<file path="src/rtl/regfile_wb_sched.sv">
// rtl/regfile_wb_sched.sv - writeback arbiter and register scoreboard for a 1W integer register file
//
// Two writeback producers share the single register file write port.
// s0 is the ALU pipe and s1 is the load/store unit. Each producer has a
// one-entry holding slot. A round-robin arbiter drains one slot per cycle.
// A pending-write scoreboard stalls issue on RAW and WAW hazards.
//
// Optional feature macro: WB_BYPASS_EN
//   When defined, the register being committed this cycle is forwarded to
//   the issuing instruction's sources. The RAW stall for those sources is
//   then masked.
//
// Ports:
//   clk, rst                       clock, asynchronous active-high reset
//   s0_valid/s0_ready/s0_rdc/s0_rd ALU writeback request (valid/ready)
//   s1_valid/s1_ready/s1_rdc/s1_rd LSU writeback request (valid/ready)
//   RF_W, rdc, rd                  register file write enable/address/data
//   iss_valid, iss_rs1c, iss_rs2c, iss_rdc  issuing instruction operands
//   iss_stall                      hazard stall back to decode
//   pend                           outstanding-write bit per register
//   fwd1_hit/fwd1_data, fwd2_hit/fwd2_data  (WB_BYPASS_EN only) commit forwarding
module regfile_wb_sched #(
    parameter int XLEN = 64,
    parameter int NREG = 32
) (
    input  logic            clk,
    input  logic            rst,
    input  logic            s0_valid,
    output logic            s0_ready,
    input  logic [4:0]      s0_rdc,
    input  logic [XLEN-1:0] s0_rd,
    input  logic            s1_valid,
    output logic            s1_ready,
    input  logic [4:0]      s1_rdc,
    input  logic [XLEN-1:0] s1_rd,
    output logic            RF_W,
    output logic [4:0]      rdc,
    output logic [XLEN-1:0] rd,
    input  logic            iss_valid,
    input  logic [4:0]      iss_rs1c,
    input  logic [4:0]      iss_rs2c,
    input  logic [4:0]      iss_rdc,
    output logic            iss_stall,
`ifdef WB_BYPASS_EN
    output logic            fwd1_hit,
    output logic [XLEN-1:0] fwd1_data,
    output logic            fwd2_hit,
    output logic [XLEN-1:0] fwd2_data,
`endif
    output logic [NREG-1:0] pend
);

    logic            r_h0_v;
    logic [4:0]      r_h0_rdc;
    logic [XLEN-1:0] r_h0_data;
    logic            r_h1_v;
    logic [4:0]      r_h1_rdc;
    logic [XLEN-1:0] r_h1_data;
    // 1 = s1 was granted last, so s0 wins the next tie.
    logic            r_last_s1;
    logic [NREG-1:0] r_pend;

    logic            w_gnt0;
    logic            w_gnt1;
    logic            w_gnt_any;
    logic            w_haz1;
    logic            w_haz2;
    logic            w_hazd;
    logic            w_issue;
    logic [NREG-1:0] w_set_vec;
    logic [NREG-1:0] w_clr_vec;

    assign w_gnt0    = r_h0_v & (!r_h1_v | r_last_s1);
    assign w_gnt1    = r_h1_v & (!r_h0_v | !r_last_s1);
    assign w_gnt_any = w_gnt0 | w_gnt1;

    // A slot that is being drained this cycle may be refilled at the same edge.
    assign s0_ready = !r_h0_v | w_gnt0;
    assign s1_ready = !r_h1_v | w_gnt1;

    always_comb begin
        rdc  = 5'd0;
        rd   = '0;
        RF_W = 1'b0;
        if (w_gnt0) begin
            rdc = r_h0_rdc;
            rd  = r_h0_data;
        end else if (w_gnt1) begin
            rdc = r_h1_rdc;
            rd  = r_h1_data;
        end
        // A grant to x0 still drains the slot but never writes the file.
        RF_W = w_gnt_any & (rdc != 5'd0);
    end

`ifdef WB_BYPASS_EN
    assign fwd1_hit  = RF_W & (rdc == iss_rs1c) & (rdc != 5'd0);
    assign fwd2_hit  = RF_W & (rdc == iss_rs2c) & (rdc != 5'd0);
    assign fwd1_data = rd;
    assign fwd2_data = rd;
    assign w_haz1    = (iss_rs1c != 5'd0) & r_pend[iss_rs1c] & !fwd1_hit;
    assign w_haz2    = (iss_rs2c != 5'd0) & r_pend[iss_rs2c] & !fwd2_hit;
`else
    assign w_haz1    = (iss_rs1c != 5'd0) & r_pend[iss_rs1c];
    assign w_haz2    = (iss_rs2c != 5'd0) & r_pend[iss_rs2c];
`endif
    // WAW is never masked: the destination must not be set twice.
    assign w_hazd    = (iss_rdc != 5'd0) & r_pend[iss_rdc];
    assign iss_stall = iss_valid & (w_haz1 | w_haz2 | w_hazd);

    assign w_issue   = iss_valid & !iss_stall & (iss_rdc != 5'd0);
    assign w_set_vec = w_issue ? (NREG'(1) << iss_rdc) : '0;
    assign w_clr_vec = (w_gnt_any & (rdc != 5'd0)) ? (NREG'(1) << rdc) : '0;
    assign pend      = r_pend;

    always_ff @(posedge clk or posedge rst) begin
        if (rst) begin
            r_h0_v    <= 1'b0;
            r_h0_rdc  <= 5'd0;
            r_h0_data <= '0;
            r_h1_v    <= 1'b0;
            r_h1_rdc  <= 5'd0;
            r_h1_data <= '0;
            r_last_s1 <= 1'b1;
            r_pend    <= '0;
        end else begin
            if (s0_valid && s0_ready) begin
                r_h0_v    <= 1'b1;
                r_h0_rdc  <= s0_rdc;
                r_h0_data <= s0_rd;
            end else if (w_gnt0) begin
                r_h0_v    <= 1'b0;
            end
            if (s1_valid && s1_ready) begin
                r_h1_v    <= 1'b1;
                r_h1_rdc  <= s1_rdc;
                r_h1_data <= s1_rd;
            end else if (w_gnt1) begin
                r_h1_v    <= 1'b0;
            end
            if (w_gnt0) begin
                r_last_s1 <= 1'b0;
            end else if (w_gnt1) begin
                r_last_s1 <= 1'b1;
            end
            // Set is applied after clear so a same-bit collision leaves it set.
            r_pend <= (r_pend & ~w_clr_vec) | w_set_vec;
        end
    end

endmodule

</file>
<file path="config.mk">
export PLATFORM = sky130hd
export DESIGN_NAME = regfile_wb_sched
export DESIGN_NICKNAME = d
export VERILOG_FILES = /design/src/rtl/regfile_wb_sched.sv
export SDC_FILE = /design/constraint.sdc
export NUM_CORES = 1
export LEC_CHECK = 0
export ABC_CLOCK_PERIOD_IN_PS = 6000
export CAP_MARGIN = 10
export CORE_MARGIN = 2
export CORE_UTILIZATION = 30
export DETAILED_ROUTE_END_ITERATION = 7
export PLACE_DENSITY = 0.65
export RECOVER_POWER = 100
export SYNTH_ARGS = -nofsm -noshare
export SYNTH_HDL_FRONTEND = slang
export SYNTH_SLANG_ARGS = --single-unit
</file>
<file path="constraint.sdc">
create_clock -name clk -period 6 [get_ports clk]
set_input_delay 1.5 -clock clk [delete_from_list [all_inputs] [get_ports clk]]
set_output_delay 1.5 -clock clk [all_outputs]
set_load 0.01 [all_outputs]
</file>
; ---- Yosys cells after proc, flatten, opt, wreduce, memory -nomap -nowiden
; Index checks and enable logic that the tools add are counted.
[word_totals]
ff_bits = 173
ramBits = 0
n_memories = 0
input_bits = 158
word_cells = 63
latchBits = 0
mem_bits_ro = 0
[op_classes]
add_sub_neg = 0
shift = 2
n_mul = 0
mux = 18
eq_ne = 0
reduce_logical = 13
n_lt_le_gt_ge = 3
bitwise = 19
div_mod_pow = 0
[ops]
columns = op, count
row1 = $mux 64, 2
row2 = $mux 32, 2
row3 = $shl 1x5->32 const A, 2
row4 = $and 32x32->32, 1
row5 = $not 32->32, 1
row6 = $or 32x32->32, 1
row7 = $reduce_bool 5->1, 4
row8 = $lt 5x6->1 const B, 3
row9 = $bmux 1 s5, 3
row10 = $mux 5, 2
row11 = $and 1x1->1, 9
row12 = $mux 1, 9
row13 = $or 1x1->1, 7
row14 = $reduce_bool 2->1, 3
row15 = $logic_not 1->1, 4
row16 = $logic_and 1x1->1, 2

; ---- Depth between registers and ports, before layout
[depth]
ltp_word = 11
ltp_mapped = 8
mapped_depth_nobuf = 7

; ---- Worst setup path before layout
; OpenSTA, ideal clock, no wires.
[synth_path]
path_kind = in2out
from = input port iss_rs2c[0]
to = output port iss_stall
path_stages = 8
arrival_time_ns = 3.291
t_required_ns = 4.500
n_path_buf = 2
slack_ns = 1.209
cell_sequence = buf_2 mux4_2 nor2b_2 nor4_1 nor4_4 nand4_4 buf_6 o21a_1
[synth_via]
elab_chain_cells = 6
word_cells_on_any_way = 7
cone_classes = mux: 2 / bitwise: 4 / reduce/logical: 1
[synth_lines]
columns = item, line
row1 = "start, declared", 41  ; input logic [4:0] iss_rs2c,
row2 = $bmux 1 s5, 105  ; assign w_haz2 = (iss_rs2c != 5'd0) & r_pend[iss_rs2c];
row3 = $mux 1 (not written as such), 105
row4 = $and 1x1->1 (*), 105
row5 = $or 1x1->1 (*) (2 in series), 109  ; assign iss_stall = iss_valid & (w_haz1 | w_haz2 | w_hazd);
row6 = $and 1x1->1 (*), 109
row7 = "end, declared", 43  ; output logic iss_stall,
; Mark *: on every way between the ends. The rest lies on a longest branch, timed or not. The select of a mux whose other input is x is not followed.

; ---- Final worst setup path
[layout_path]
from = input port iss_rdc[1]
to = output port iss_stall
[layout_via]
elab_chain_cells = 5
word_cells_on_any_way = 6
cone_classes = mux: 2 / bitwise: 3 / reduce/logical: 1
[layout_lines]
columns = item, line
row1 = "start, declared", 42  ; input logic [4:0] iss_rdc,
row2 = $bmux 1 s5, 108  ; assign w_hazd = (iss_rdc != 5'd0) & r_pend[iss_rdc];
row3 = $mux 1 (not written as such), 108
row4 = $and 1x1->1 (*), 108
row5 = $or 1x1->1 (*), 109
row6 = $and 1x1->1 (*), 109
; Marked as above.

==> results.json <==
{
  "power.density_nw_per_um2": 419,
  "cts_sinks": 173,
  "crit_path_start": "iss_rdc[1]",
  "die_w_um": 171,
  "cap_violations": 4,
  "crit_arrival_ps": 4240,
  "track_usage": 0.171,
  "drtAntennaViolNets": 0,
  "reg2reg_slack_ps": 2190,
  "synth_cell_types": 54,
  "synth_top_area_frac": 0.516,
  "dp.final_hpwl_um": 17100,
  "grt_max_degree": 174,
  "vias": 6534,
  "io_pins": 263,
  "cts_setup_buffers": 0,
  "place_congestion": 0.877,
  "met2_length_um": 11300,
  "clk_pin_slew_ps": 70,
  "cts_tree": "yes",
  "placed_area_um2": 11300,
  "grt_antenna_before_repair": 2,
  "syn2layout_area_growth_pct": 41.8,
  "fmaxAchievable_mhz": 174,
  "ir_worst_vdd_mv": 0.329,
  "ys_ff_latch": 173,
  "async_reset_ff_frac": 1.00,
  "hold_buffers": 0,
  "critPathKind": "primary input to output pin",
  "slew_headroom": -1.22,
  "synth.net_count": 801,
  "finalSetupViolCount": 0,
  "synth_top_cells_by_count": "172 x dfrtp_1, 143 x mux2_2, 65 x a22o_1",
  "synth_most_common_cell": "dfrtp_1",
  "clockBufferDepth": 2,
  "dieHeight_um": 171,
  "r2r-end": "r_h0_data[9]$_DFFE_PP0P_",
  "port_buffers": 262,
  "synthTopCellsByArea": "dfrtp_1 52%, mux2_2 19%, a22o_1 6.8%, mux4_2 4.6%, o21ai_0 3.5%",
  "p_leak_nw": 4.79,
  "reg2reg_depth": 3,
  "viasPerCell": 5.10,
  "remaining_drc_errors": 0,
  "grt_overflow_total": 0,
  "yosysTopAreaCell": "dfrtp_1",
  "fillers": 2581,
  "dr_wl_met3_um": 3050,
  "final_cell_area_um2": 11800,
  "fp.dieArea_um2": 29100,
  "grt_pass1_vias": 6570,
  "top_layer_used": "met5",
  "worst_setup_path_end_kind": "output pin",
  "worst_slew_pin_slew_ps": 3320,
  "maxSlewViolCount": 332,
  "wl_met1_um": 10100,
  "drt_wl_total_um": 24800,
  "wire_per_inst_um": 19.4,
  "drt_iter0_markers": 387,
  "rsz0062_at_grt": "no",
  "drive_above_1_share": 0.242,
  "htree_levels": 4,
  "yosysWarnings": 0,
  "worstReg2RegStart": "r_last_s1$_DFFE_PP1P_",
  "core_area_um2": 27600,
  "cts_buffers": 17,
  "row_count": 61,
  "syn_area_per_cell_um2": 13.0,
  "ys.flop_type": "dfrtp_1",
  "seq_area_frac_synth": 0.520,
  "start_util": 0.303,
  "period_minus_slack_ps": 5740,
  "period_share": 0.956,
  "cts-root-buf": "clkbuf_16",
  "finalClockSkew_ps": 8.02,
  "outcome": "finished with violations",
  "clk_latency_ps": 420,
  "cts_resized": 0,
  "start_kind": "primary input",
  "cp.required_ps": 4500,
  "finalSetupTns_ps": 0,
  "cp-endpoint": "iss_stall",
  "syn_inst": 643,
  "violations": "max-capacitance violations, max-slew violations",
  "layout.nets": 1046,
  "syn_area_um2": 8340,
  "dr.pass1.iters": 4,
  "synth_edf_count": 0,
  "hold_viol": 0,
  "hold_class": "flop to flop",
  "crit_fanout": 10,
  "grt_first_pass_wirelength_um": 38100
}
[per-layer routing]
metal,track usage,vias to the layer above
li1,-,2917
met1,0.219,3291
met2,0.263,306
met3,0.0759,18
met4,0.0483,2
met5,0,-
[power by group]
part           leakage, nW  internal (mW)  switching [mW]  total [mW]
Clock                0.276          0.584           0.479        1.06
Combinational         2.48           1.14           0.916        2.06
Sequential            2.04           1.52           0.308        1.83
Total                 4.79           3.25            1.70        4.95
[final cells by class]
type / instances / area (um2) / share of cell area
sequential: 173 / 4330 / 0.366
multi-input combinational: 415 / 3720 / 0.314
inverter: 8 / 33.8 / 0.00286
antenna: 3 / 7.51 / 0.000635
tap: 378 / 473 / 0.0400
clock buffer: 18 / 439 / 0.0372
timing repair buffer: 273 / 2700 / 0.229
clock inverter: 14 / 119 / 0.0101
[placed cells by master, fill, tap and decap left out, types with 2 or more instances in the layout]
master	instances
o22ai_1	2
o211ai_1	2
mux4_2	17
clkinvlp_4	3
inv_1	7
a22o_1	65
nor2b_1	4
nand2_1	26
clkdlybuf4s50_1	157
nor3b_1	2
nor2_1	15
a21oi_1	2
nand2b_1	5
o21ai_0	58
dlygate4sd3_1	105
inv_6	3
nand3_1	13
nor4b_1	2
diode_2	3
nand4_1	10
clkbuf_4	2
o21a_1	2
buf_4	8
mux2i_1	7
clkbuf_16	17
a32oi_1	5
dfrtp_1	172
mux2_2	143
o41ai_1	4
clkinv_2	6
clkinv_4	2
or2_2	4
nand4b_1	2
[critical path, stage by stage]
cell	delay (ps)
dlygate4sd3_1	840
mux4_2	570
nor2_1	100
nor4b_1	80
nor4_4	300
nand4_4	130
o21a_1	200
clkdlybuf4s50_1	510
[how the worst min path moves through the flow]
stage | depth (start not counted) | end | start
after floorplan | 1 | r_h0_rdc[0]$_DFFE_PP0P_ | r_h0_rdc[0]$_DFFE_PP0P_
after global placement | 0 | pend[0]$_DFF_PP0_ | pend[0]$_DFF_PP0_
after detailed placement | 0 | pend[0]$_DFF_PP0_ | pend[0]$_DFF_PP0_
after CTS | 0 | pend[0]$_DFF_PP0_ | pend[0]$_DFF_PP0_
after global routing | 0 | pend[0]$_DFF_PP0_ | pend[0]$_DFF_PP0_
final | 0 | pend[0]$_DFF_PP0_ | pend[0]$_DFF_PP0_
[sequential cells by signal, summed over array words and instances (netlist names)]
register / cells
pend: 32
r_h0_data: 64
r_last_s1: 1
r_h1_rdc: 5
r_h1_data: 64
r_h1_v: 1
r_h0_v: 1
r_h0_rdc: 5
[logic make-up after synthesis]
kind of cell | share of synthesized area
compound gates | 0.128
flops | 0.520
simple gates | 0.0680
mux | 0.251
buf+inv | 0.0339
[through the flow]
stage	total power [mW]	util	std cells	setup WS, ps	hold slack (ps)
2_1_floorplan	2.91	-	643	1210	479
3_3_place_gp	4.01	0.410	1247	347	380
3_5_place_dp	4.03	0.410	1247	322	364
4_1_cts	5.12	0.431	1279	302	381
5_1_grt	5.25	0.429	1280	161	388
6_report	4.95	0.429	1282	263	370
Power figures use the tool's default switching activity.
